[src/rtl/program_loader_pkg.sv]
// Shared definitions for the writable program store: loader state encoding
// and the default geometry / safe fetch word used when the store is not running.
// No logic lives here.
package program_loader_pkg;

  // ERR is only reachable when the parity option is built in.
  typedef enum logic [1:0] {
    ST_IDLE = 2'd0,
    ST_LOAD = 2'd1,
    ST_RUN  = 2'd2,
    ST_ERR  = 2'd3
  } ld_state_e;

  localparam int DEF_AW        = 2;
  localparam int DEF_IW        = 2;
  localparam int DEF_SAFE_WORD = 0;

endpackage

[src/rtl/loader_store.sv]
// DEPTH x IW instruction register array: one synchronous write port,
// synchronous whole-array clear, one combinational read port.
// Latency: write visible the cycle after we; read is zero-latency. No backpressure.
// Ports: clk, clr (sync clear, wins over we), we/waddr/wdata, raddr -> rdata.
module loader_store
  import program_loader_pkg::*;
#(
  parameter int AW = DEF_AW,
  parameter int IW = DEF_IW
) (
  input  logic          clk,
  input  logic          clr,
  input  logic          we,
  input  logic [AW-1:0] waddr,
  input  logic [IW-1:0] wdata,
  input  logic [AW-1:0] raddr,
  output logic [IW-1:0] rdata
);

  localparam int DEPTH = 1 << AW;

  logic [IW-1:0] mem_q [DEPTH];

  always_ff @(posedge clk) begin
    if (clr) begin
      for (int i = 0; i < DEPTH; i++) begin
        mem_q[i] <= '0;
      end
    end else if (we) begin
      mem_q[waddr] <= wdata;
    end
  end

  assign rdata = mem_q[raddr];

endmodule

[src/rtl/program_loader.sv]
// Writable program store with a host load handshake; releases the core once
// a full program (DEPTH words) has been accepted. Fetch read is combinational.
// Backpressure: ld_ready is high only in LOAD with clk_en high and no restart.
// Ports: clk, reset (sync, active-high), clk_en, load_start, ld_valid/ld_data/
// ld_ready (host stream), address -> data (fetch), core_release, wr_ptr, busy.
// Option LOADER_PARITY_EN adds ld_parity (even parity over ld_data), sticky
// parity_err and the ERR state.
module program_loader
  import program_loader_pkg::*;
#(
  parameter int          AW        = DEF_AW,
  parameter int          IW        = DEF_IW,
  parameter logic [IW-1:0] SAFE_WORD = IW'(DEF_SAFE_WORD)
) (
  input  logic          clk,
  input  logic          reset,
  input  logic          clk_en,
  input  logic          load_start,
  input  logic          ld_valid,
  input  logic [IW-1:0] ld_data,
  output logic          ld_ready,
  input  logic [AW-1:0] address,
  output logic [IW-1:0] data,
  output logic          core_release,
  output logic [AW:0]   wr_ptr,
  output logic          busy
`ifdef LOADER_PARITY_EN
  ,
  input  logic          ld_parity,
  output logic          parity_err
`endif
);

  localparam int DEPTH = 1 << AW;
  localparam logic [AW:0] LAST_PTR = (AW+1)'(DEPTH - 1);

  ld_state_e     state_q;
  logic [AW:0]   wr_ptr_q;
  logic          core_release_q;
  logic          accept;
  logic          par_bad;
  logic          store_we;
  logic [IW-1:0] rd_word;

`ifdef LOADER_PARITY_EN
  logic parity_err_q;
  assign par_bad    = ld_parity != (^ld_data);
  assign parity_err = parity_err_q;
`else
  assign par_bad = 1'b0;
`endif

  // A restart request in the same cycle drops the presented word.
  assign ld_ready = (state_q == ST_LOAD) && clk_en && !load_start;
  assign accept   = ld_valid && ld_ready;
  assign store_we = accept && !par_bad;

  always_ff @(posedge clk) begin
    if (reset) begin
      state_q        <= ST_IDLE;
      wr_ptr_q       <= '0;
      core_release_q <= 1'b0;
`ifdef LOADER_PARITY_EN
      parity_err_q   <= 1'b0;
`endif
    end else if (clk_en) begin
      case (state_q)
        ST_IDLE: begin
          if (load_start) begin
            state_q  <= ST_LOAD;
            wr_ptr_q <= '0;
          end
        end
        ST_LOAD: begin
          if (load_start) begin
            wr_ptr_q <= '0;
          end else if (accept) begin
            if (par_bad) begin
              state_q <= ST_ERR;
`ifdef LOADER_PARITY_EN
              parity_err_q <= 1'b1;
`endif
            end else begin
              wr_ptr_q <= wr_ptr_q + 1'b1;
              if (wr_ptr_q == LAST_PTR) begin
                state_q        <= ST_RUN;
                core_release_q <= 1'b1;
              end
            end
          end
        end
        ST_RUN: begin
          if (load_start) begin
            state_q        <= ST_LOAD;
            wr_ptr_q       <= '0;
            core_release_q <= 1'b0;
          end
        end
        default: begin
`ifdef LOADER_PARITY_EN
          if (load_start) begin
            state_q      <= ST_LOAD;
            wr_ptr_q     <= '0;
            parity_err_q <= 1'b0;
          end
`else
          state_q <= ST_IDLE;
`endif
        end
      endcase
    end
  end

  loader_store #(
    .AW(AW),
    .IW(IW)
  ) u_store (
    .clk  (clk),
    .clr  (reset),
    .we   (store_we),
    .waddr(wr_ptr_q[AW-1:0]),
    .wdata(ld_data),
    .raddr(address),
    .rdata(rd_word)
  );

  assign data         = (state_q == ST_RUN) ? rd_word : SAFE_WORD;
  assign core_release = core_release_q;
  assign wr_ptr       = wr_ptr_q;
  assign busy         = (state_q == ST_LOAD);

endmodule

[config.mk]
export PLATFORM = sky130hd
export DESIGN_NAME = program_loader
export DESIGN_NICKNAME = d
export VERILOG_FILES = /design/src/rtl/program_loader_pkg.sv /design/src/rtl/loader_store.sv /design/src/rtl/program_loader.sv
export SDC_FILE = /design/constraint.sdc
export NUM_CORES = 1
export LEC_CHECK = 0
export BUFFER_PORTS_ARGS = -buffer_cell sky130_fd_sc_hd__buf_2
export CAP_MARGIN = 20
export CORE_AREA = 2 2 42 44
export DETAILED_ROUTE_END_ITERATION = 8
export DIE_AREA = 0 0 44 46
export PLACE_DENSITY = 0.78
export SYNTH_ARGS = -nofsm -noshare
export SYNTH_HDL_FRONTEND = slang
export SYNTH_SLANG_ARGS = --single-unit
[constraint.sdc]
create_clock -name clk -period 3.65 [get_ports clk]
set_input_delay 0.365 -clock clk [delete_from_list [all_inputs] [get_ports clk]]
set_output_delay 0.365 -clock clk [all_outputs]
set_load 0.01 [all_outputs]
==> run metrics, run 1 <==
final net count 97; final hold vios 0; residual DRC count 0; startpoint of the worst-slack reg-to-reg timing path state_q[0]; net count after synthesis 79; largest net degree at the start of global routing 14; count of final setup violators 0; first-pass GRT wire length ~2100 µm; Diodes inserted 0; Synth Register Bits 14; cell area after technology mapping slightly above 800 µm²; peak per-stage delay on the critical path around 520 ps; width of the die between 40 and 50 µm; power per cell area about 320 mW/mm²; post-synth cell types 30; end of the worst register-to-register path u_store.mem_q[3][0]; data required time at the worst endpoint 3280 ps; die span in y 46 µm; Initial DRT Pass Iterations 4; clock network latency to the later pin of the worst-skew pair ~270 ps; setup repair after global routing missed its margin false; total of hold buffers inserted after clock tree synthesis 0; kind of cell adding the most delay to the critical path multiplexers; Row Count 15; class of the worst hold path in2reg; Worst-path clk slew roughly 80 ps; I/O pin count 17; Worst Path Max Fanout 1; TritonCTS clock tree built; most frequent standard cell in the layout excluding fill and tap cells buf_2; share of synthesized area occupied by flip-flops and latches between 40% and 50%; cell area after placement a little under 900 µm²; origin of the worst min-delay path reset; max-slew violation count 0; gr ovfl total 0; Period Utilization, post-route between 50% and 60%; ANT nets after route 0; element type at the critical path start flop; count of buffer and inverter cells on the critical path 1; root buffer cell clkbuf_4; die area between 0.002 and 0.0025 mm²; Min Hold Slack roughly 350 ps; setup slack of the worst register-to-register path ~1800 ps; final standard cell count with taps included and fillers excluded between 100 and 150; maximum number of buffers from clock root to sink 2; total negative setup slack 0 ps; crit path capture type output pin; number of fillers in the final layout 149; Vias 595; wirelength, routed between 1000 and 1500 µm; R2R cell count 3; vias in the first global route 500; post-DR wirelength/cell 13.4 µm; final RePlAce weighted congestion around 0.8; number of buffers added on ports 16; arrival time of the worst setup path between 1000 and 1500 ps; area growth from synthesis to layout 11.3%; commonest cells after routing, fill and taps aside buf_2, edfxtp_1, o21ai_0, dfxtp_1; Syn. warnings 0; number of vias per cell slightly below 6; maximum level of the CTS H-tree 1; syn avg cell area between 10 and 15 µm²; maximum clock rate roughly 0.54 GHz; slew at the pin closest to its max-slew limit 361 ps; setup bufs post-CTS 0; final cell area excluding filler cells 902 µm²; worst-path cell chain mux4_1 -> and3b_2 -> buf_2; total of cells resized after clock tree synthesis 0; starting utilization of the core area about half; initial antenna violation count 0; CP Class reg2out; Hold Path Cell Cnt 2; end point of the most critical hold path wr_ptr[1]; Critical Path Slowest Stage Cell mux4_1; Gate Count Post-Synth 68; ratio of cells with drive above 1 in the final layout ~36%; time the worst path needs with I/O delays and setup about 1900 ps; number of DRC violations after detailed-routing iteration 0 11; placed instance count between 90 and 100; max-cap violations 0; TritonCTS sink count 14; result of the run completed; worst clock skew around 2.9 ps; TritonCTS buffer count 3; Std-Cell Core Area between 0.0015 and 0.002 mm²; Leak around 0.38 nW; maximum resistive drop on vdd around 140 µV; overall global routing resource usage between 10% and 20%; Max transition margin 75.6%
-- synth_stat cells --
cell / number / area, µm²
mux4_2: 1 / 22.5
and4b_2: 1 / 11.3
a21boi_0: 1 / 7.51
a32oi_1: 1 / 8.76
a21oi_1: 5 / 25.0
buf_6: 1 / 11.3
a21bo_2: 1 / 10.0
nand2b_1: 2 / 12.5
dfxtp_1: 6 / 120
nand4_4: 2 / 42.5
and2b_1: 2 / 15.0
nor3_2: 3 / 30.0
a31oi_1: 2 / 12.5
and3b_2: 2 / 20.0
o21ai_0: 7 / 35.0
and4bb_1: 1 / 12.5
buf_2: 1 / 5.00
nand4b_1: 2 / 17.5
nand2_2: 1 / 6.26
a21o_1: 1 / 7.51
inv_1: 4 / 15.0
nand4_1: 1 / 6.26
o31ai_2: 1 / 12.5
nand2_1: 1 / 3.75
edfxtp_1: 8 / 240
ha_1: 2 / 25.0
mux4_1: 1 / 26.3
nor2_1: 5 / 18.8
buf_12: 1 / 20.0
a311o_1: 1 / 10.0
-- logic make-up (layout without fill, tap and decap cells) --
logic type	Yosys count	in the layout	synth area share, %
compound gates	20	20	15.9
fa+ha+maj	2	2	3.09
buf+inv	7	24	6.33
flops	14	14	44.4
mux	2	2	6.02
simple gates	23	23	24.2
-- cell type report --
type                    count  area, µm²  area share [%]
repair buffers             16       80.1            8.88
clock buffers               3       22.5            2.50
flip-flops and latches     14        360            39.9
clock inverters             1       3.75           0.416
multi-input cells          47        399            44.2
well taps                  17       21.3            2.36
inverters                   4       15.0            1.66
-- flip-flops by register name (all words and copies together) (netlist names) --
register       cells
core_release       1
state_q            2
wr_ptr             3
u_store.mem_q      8
-- per-layer routing --
layer  routed length, µm  GRT usage [%]  up-vias  part of all wire (%)
li1                    -              -      298                     -
met1                 554           15.4      278                    41
met2                 724           27.4       17                    53
met3                  74           5.16        2                   5.4
met4                  12           9.09        0                  0.88
met5                   0              0        -                     0
-- worst reg2reg max path: stages, from the launching register on --
cell      delay, ps
dfxtp_1         530
and4bb_1        480
nand2_2         130
o21ai_0         340
-- worst max-delay path by stage --
stage	slack, ps	startpoint	end	cells past startpoint
after floorplan	2190	address[0]	data[1]	2
final	1800	u_store.mem_q[1][1]	data[1]	3
after CTS	1770	u_store.mem_q[1][1]	data[1]	3
after global placement	1930	load_start	u_store.mem_q[2][1]	4
after detailed placement	1830	load_start	u_store.mem_q[3][1]	4
after global routing	1730	state_q[0]	ld_ready	2
-- per-stage QoR --
step	utilization (%)	power, mW	worst slack (ps)
final	55.9	0.290	1800
after global routing	55.9	0.302	1730
after CTS	55.9	0.291	1770
after detailed placement	54.3	0.206	1830
after global placement	54.3	0.205	1930
after floorplan	-	0.197	2190
-- report_power, final --
group          total [mW]  leakage (nW)  internal, mW  switching (mW)
Combinational      0.0284         0.238        0.0125          0.0159
Clock              0.0876        0.0154        0.0396          0.0480
Sequential          0.174         0.131         0.170         0.00342
Total               0.290         0.385         0.222          0.0673
No activity file was read; power rests on OpenSTA's default activity.
==> run 2, diff against run 1 <==
--- a/config.mk
+++ b/config.mk
@@ -7,10 +7,10 @@
 export LEC_CHECK = 0
 export BUFFER_PORTS_ARGS = -buffer_cell sky130_fd_sc_hd__buf_2
 export CAP_MARGIN = 20
-export CORE_AREA = 2 2 42 44
+export CORE_AREA = 2 2 45 47
 export DETAILED_ROUTE_END_ITERATION = 8
-export DIE_AREA = 0 0 44 46
-export PLACE_DENSITY = 0.78
+export DIE_AREA = 0 0 47 49
+export PLACE_DENSITY = 0.72
 export SYNTH_ARGS = -nofsm -noshare
 export SYNTH_HDL_FRONTEND = slang
 export SYNTH_SLANG_ARGS = --single-unit
==> constraint.sdc (replaced) <==
create_clock -name clk -period 1.5 [get_ports clk]
set_input_delay 0.15 -clock clk [delete_from_list [all_inputs] [get_ports clk]]
set_output_delay 0.15 -clock clk [all_outputs]
set_load 0.01 [all_outputs]
==> run 2 against run 1 <==
- the run now ends with negative setup slack left
- via count increased by 3.5%
- wire length is 11% higher
- design area rose by 4.9%
- worst hold slack got worse by 210 ps
- largest cell class unchanged
- highest routed layer unchanged
==> run metrics, run 2 (synthesis results as in run 1) <==
ratio of cells with drive above 1 in the final layout 39.8% (+3.3 points); slew at the pin closest to its max-slew limit 364 ps (+2.90 ps); Int Pwr 0.544 mW (+140%); cell area after placement 911 µm² (+4.0%); switching power 0.167 mW (+150%); commonest cells after routing, fill and taps aside buf_2, edfxtp_1, o21ai_0, dfxtp_1; Initial DRT Pass Iterations 3 (-1); largest net degree at the start of global routing 13 (-1); I/O pin count 17 (unchanged); Worst-path clk slew 90 ps (about the same); residual DRC count 0 (unchanged); R2R cell count 4 (+1); post-DR wirelength/cell 13.2 µm (-1.4%); final RePlAce weighted congestion 0.775 (-5.3%); power per cell area 752 mW/mm² (+130%); number of buffers added on ports 16 (unchanged); max-slew violation count 0 (unchanged); clock network latency to the later pin of the worst-skew pair 270 ps (about the same); Std-Cell Core Area 0.00184 mm² (+14%); worst clock skew 3.75 ps (+0.868 ps); maximum clock rate between 0.6 and 0.7 GHz; area growth from synthesis to layout 16.7%; total of hold buffers inserted after clock tree synthesis 0 (unchanged); Period Utilization, post-route 107%; overall global routing resource usage 15.0% (-0.33 points); root buffer cell clkbuf_4; CP Class reg2out; time the worst path needs with I/O delays and setup about 1600 ps; first-pass GRT wire length 2520 µm (+20%); TritonCTS clock tree built; switching part of the total power 23.5% (+0.22 points); width of the die 47 µm (+6.8%); Row Count 16 (+1); number of DRC violations after detailed-routing iteration 0 4 (-7); vias in the first global route 622 (+24%); final net count 100 (+3.1%); most frequent standard cell in the layout excluding fill and tap cells buf_2; maximum number of buffers from clock root to sink 2 (unchanged); clock share of power 30.0% (-0.2 points); portion of total power attributed to sequential cells 59.0% (-1.0 points); element type at the critical path start flop; flip-flop count of the largest register after layout 8 (unchanged); class of the worst hold path in2reg; Diodes inserted 0 (unchanged); placed instance count 111 (+13%); ANT nets after route 0 (unchanged); maximum level of the CTS H-tree 1 (unchanged); final cell area excluding filler cells 946 µm² (+4.9%); arrival time of the worst setup path 1450 ps (-40 ps); starting utilization of the core area 44.0% (-6.2 points); gr ovfl total 0 (unchanged); die area 0.00230 mm² (+14%); count of final setup violators 2 (+2); Vias 616 (+3.5%); destination of the critical timing path data[0]; initial antenna violation count 0 (unchanged); Leak 0.397 nW (+3.1%); wirelength, routed 1520 µm (+11%); Comb power frac 11.0% (+1.2 points); Worst Path Max Fanout 1 (unchanged); max-cap violations 0 (unchanged); die span in y 49 µm (+6.5%); final hold vios 0 (unchanged); half-perimeter wire length after detailed placement about 1200 µm; setup repair after global routing missed its margin true; post-route core utilization 51.4% (-4.5 points); startpoint of the worst-slack reg-to-reg timing path wr_ptr[0]; setup slack of the worst register-to-register path 130 ps (-1710 ps); final standard cell count with taps included and fillers excluded 115 (+13%); worst setup slack after layout -102 ps (-1900 ps); data required time at the worst endpoint 1350 ps (-1930 ps); TritonCTS buffer count 3 (unchanged); number of vias per cell 5.36 (-8.2%); TritonCTS sink count 14 (unchanged); end of the worst register-to-register path wr_ptr[2]; CP Launch Point u_store.mem_q[0][0]; maximum resistive drop on vdd 466 µV (+240%); Most flops, register u_store.mem_q; result of the run finished, violations left; failing checks negative setup slack; Max transition margin 75.7% (about the same); crit path capture type output pin
run 2: cell count changes in the layout (fill, tap and decap cells not counted), sizes merged:
cell | previous run | this run
buf | 16 | 19
run 2: worst max-delay path, cell delays in order, from the launching register on:
cell and delay (ps):
edfxtp_1 390, mux4_2 460, and3b_2 210, buf_6 110
run 2: timing repair:
item / in CTS / in global routing
resized for setup: 3 / 0
buffers inserted: 0 / 0
hold endpoints to repair: 0 / 0
gates cloned: 0 / 0
setup endpoints to repair: 2 / 2
run 2: final cells by class:
type	count	area, µm²
clock buffer	3	22.5
clock inverter	1	3.75
fill	193	896
inverter	4	15.0
multi-input combinational	47	395
sequential	14	360
tap	27	33.8
timing repair buffer	19	115
run 2: how the worst min path moves through the flow:
stage,start,end,slack (ps),cells past startpoint
floorplan,reset,wr_ptr[0],220,1
global placement,reset,wr_ptr[2],420,2
detailed placement,reset,wr_ptr[1],430,2
CTS,reset,wr_ptr[0],130,2
global route,reset,wr_ptr[0],140,2
finish,reset,wr_ptr[2],140,2
run 2: stage by stage:
step / setup WS [ps] / TNS [ps] / total power, mW / hold WS, ps
final: -102 / -198 / 0.711 / 137
after global routing: -160 / -316 / 0.744 / 137
after CTS: -123 / -243 / 0.719 / 133
after detailed placement: 147 / 0 / 0.506 / 429
after global placement: 163 / 0 / 0.503 / 421
after floorplan: 122 / 0 / 0.479 / 219
run 2: layer usage:
metal | global-route usage [%] | routed length (µm) | vias up
met4 | 5.56 | 14 | 0
met5 | 0 | 0 | -
met1 | 15.7 | 595 | 296
met3 | 2.22 | 48 | 2
met2 | 28.1 | 859 | 11
li1 | - | - | 307
run 2: power by group through the flow:
stage,Clock (mW),Sequential (mW),Combinational (mW)
2_1_floorplan,0,0.427,0.0521
3_3_place_gp,0,0.427,0.0757
3_5_place_dp,0,0.428,0.0780
4_1_cts,0.221,0.420,0.0789
5_1_grt,0.238,0.420,0.0856
6_report,0.213,0.419,0.0784
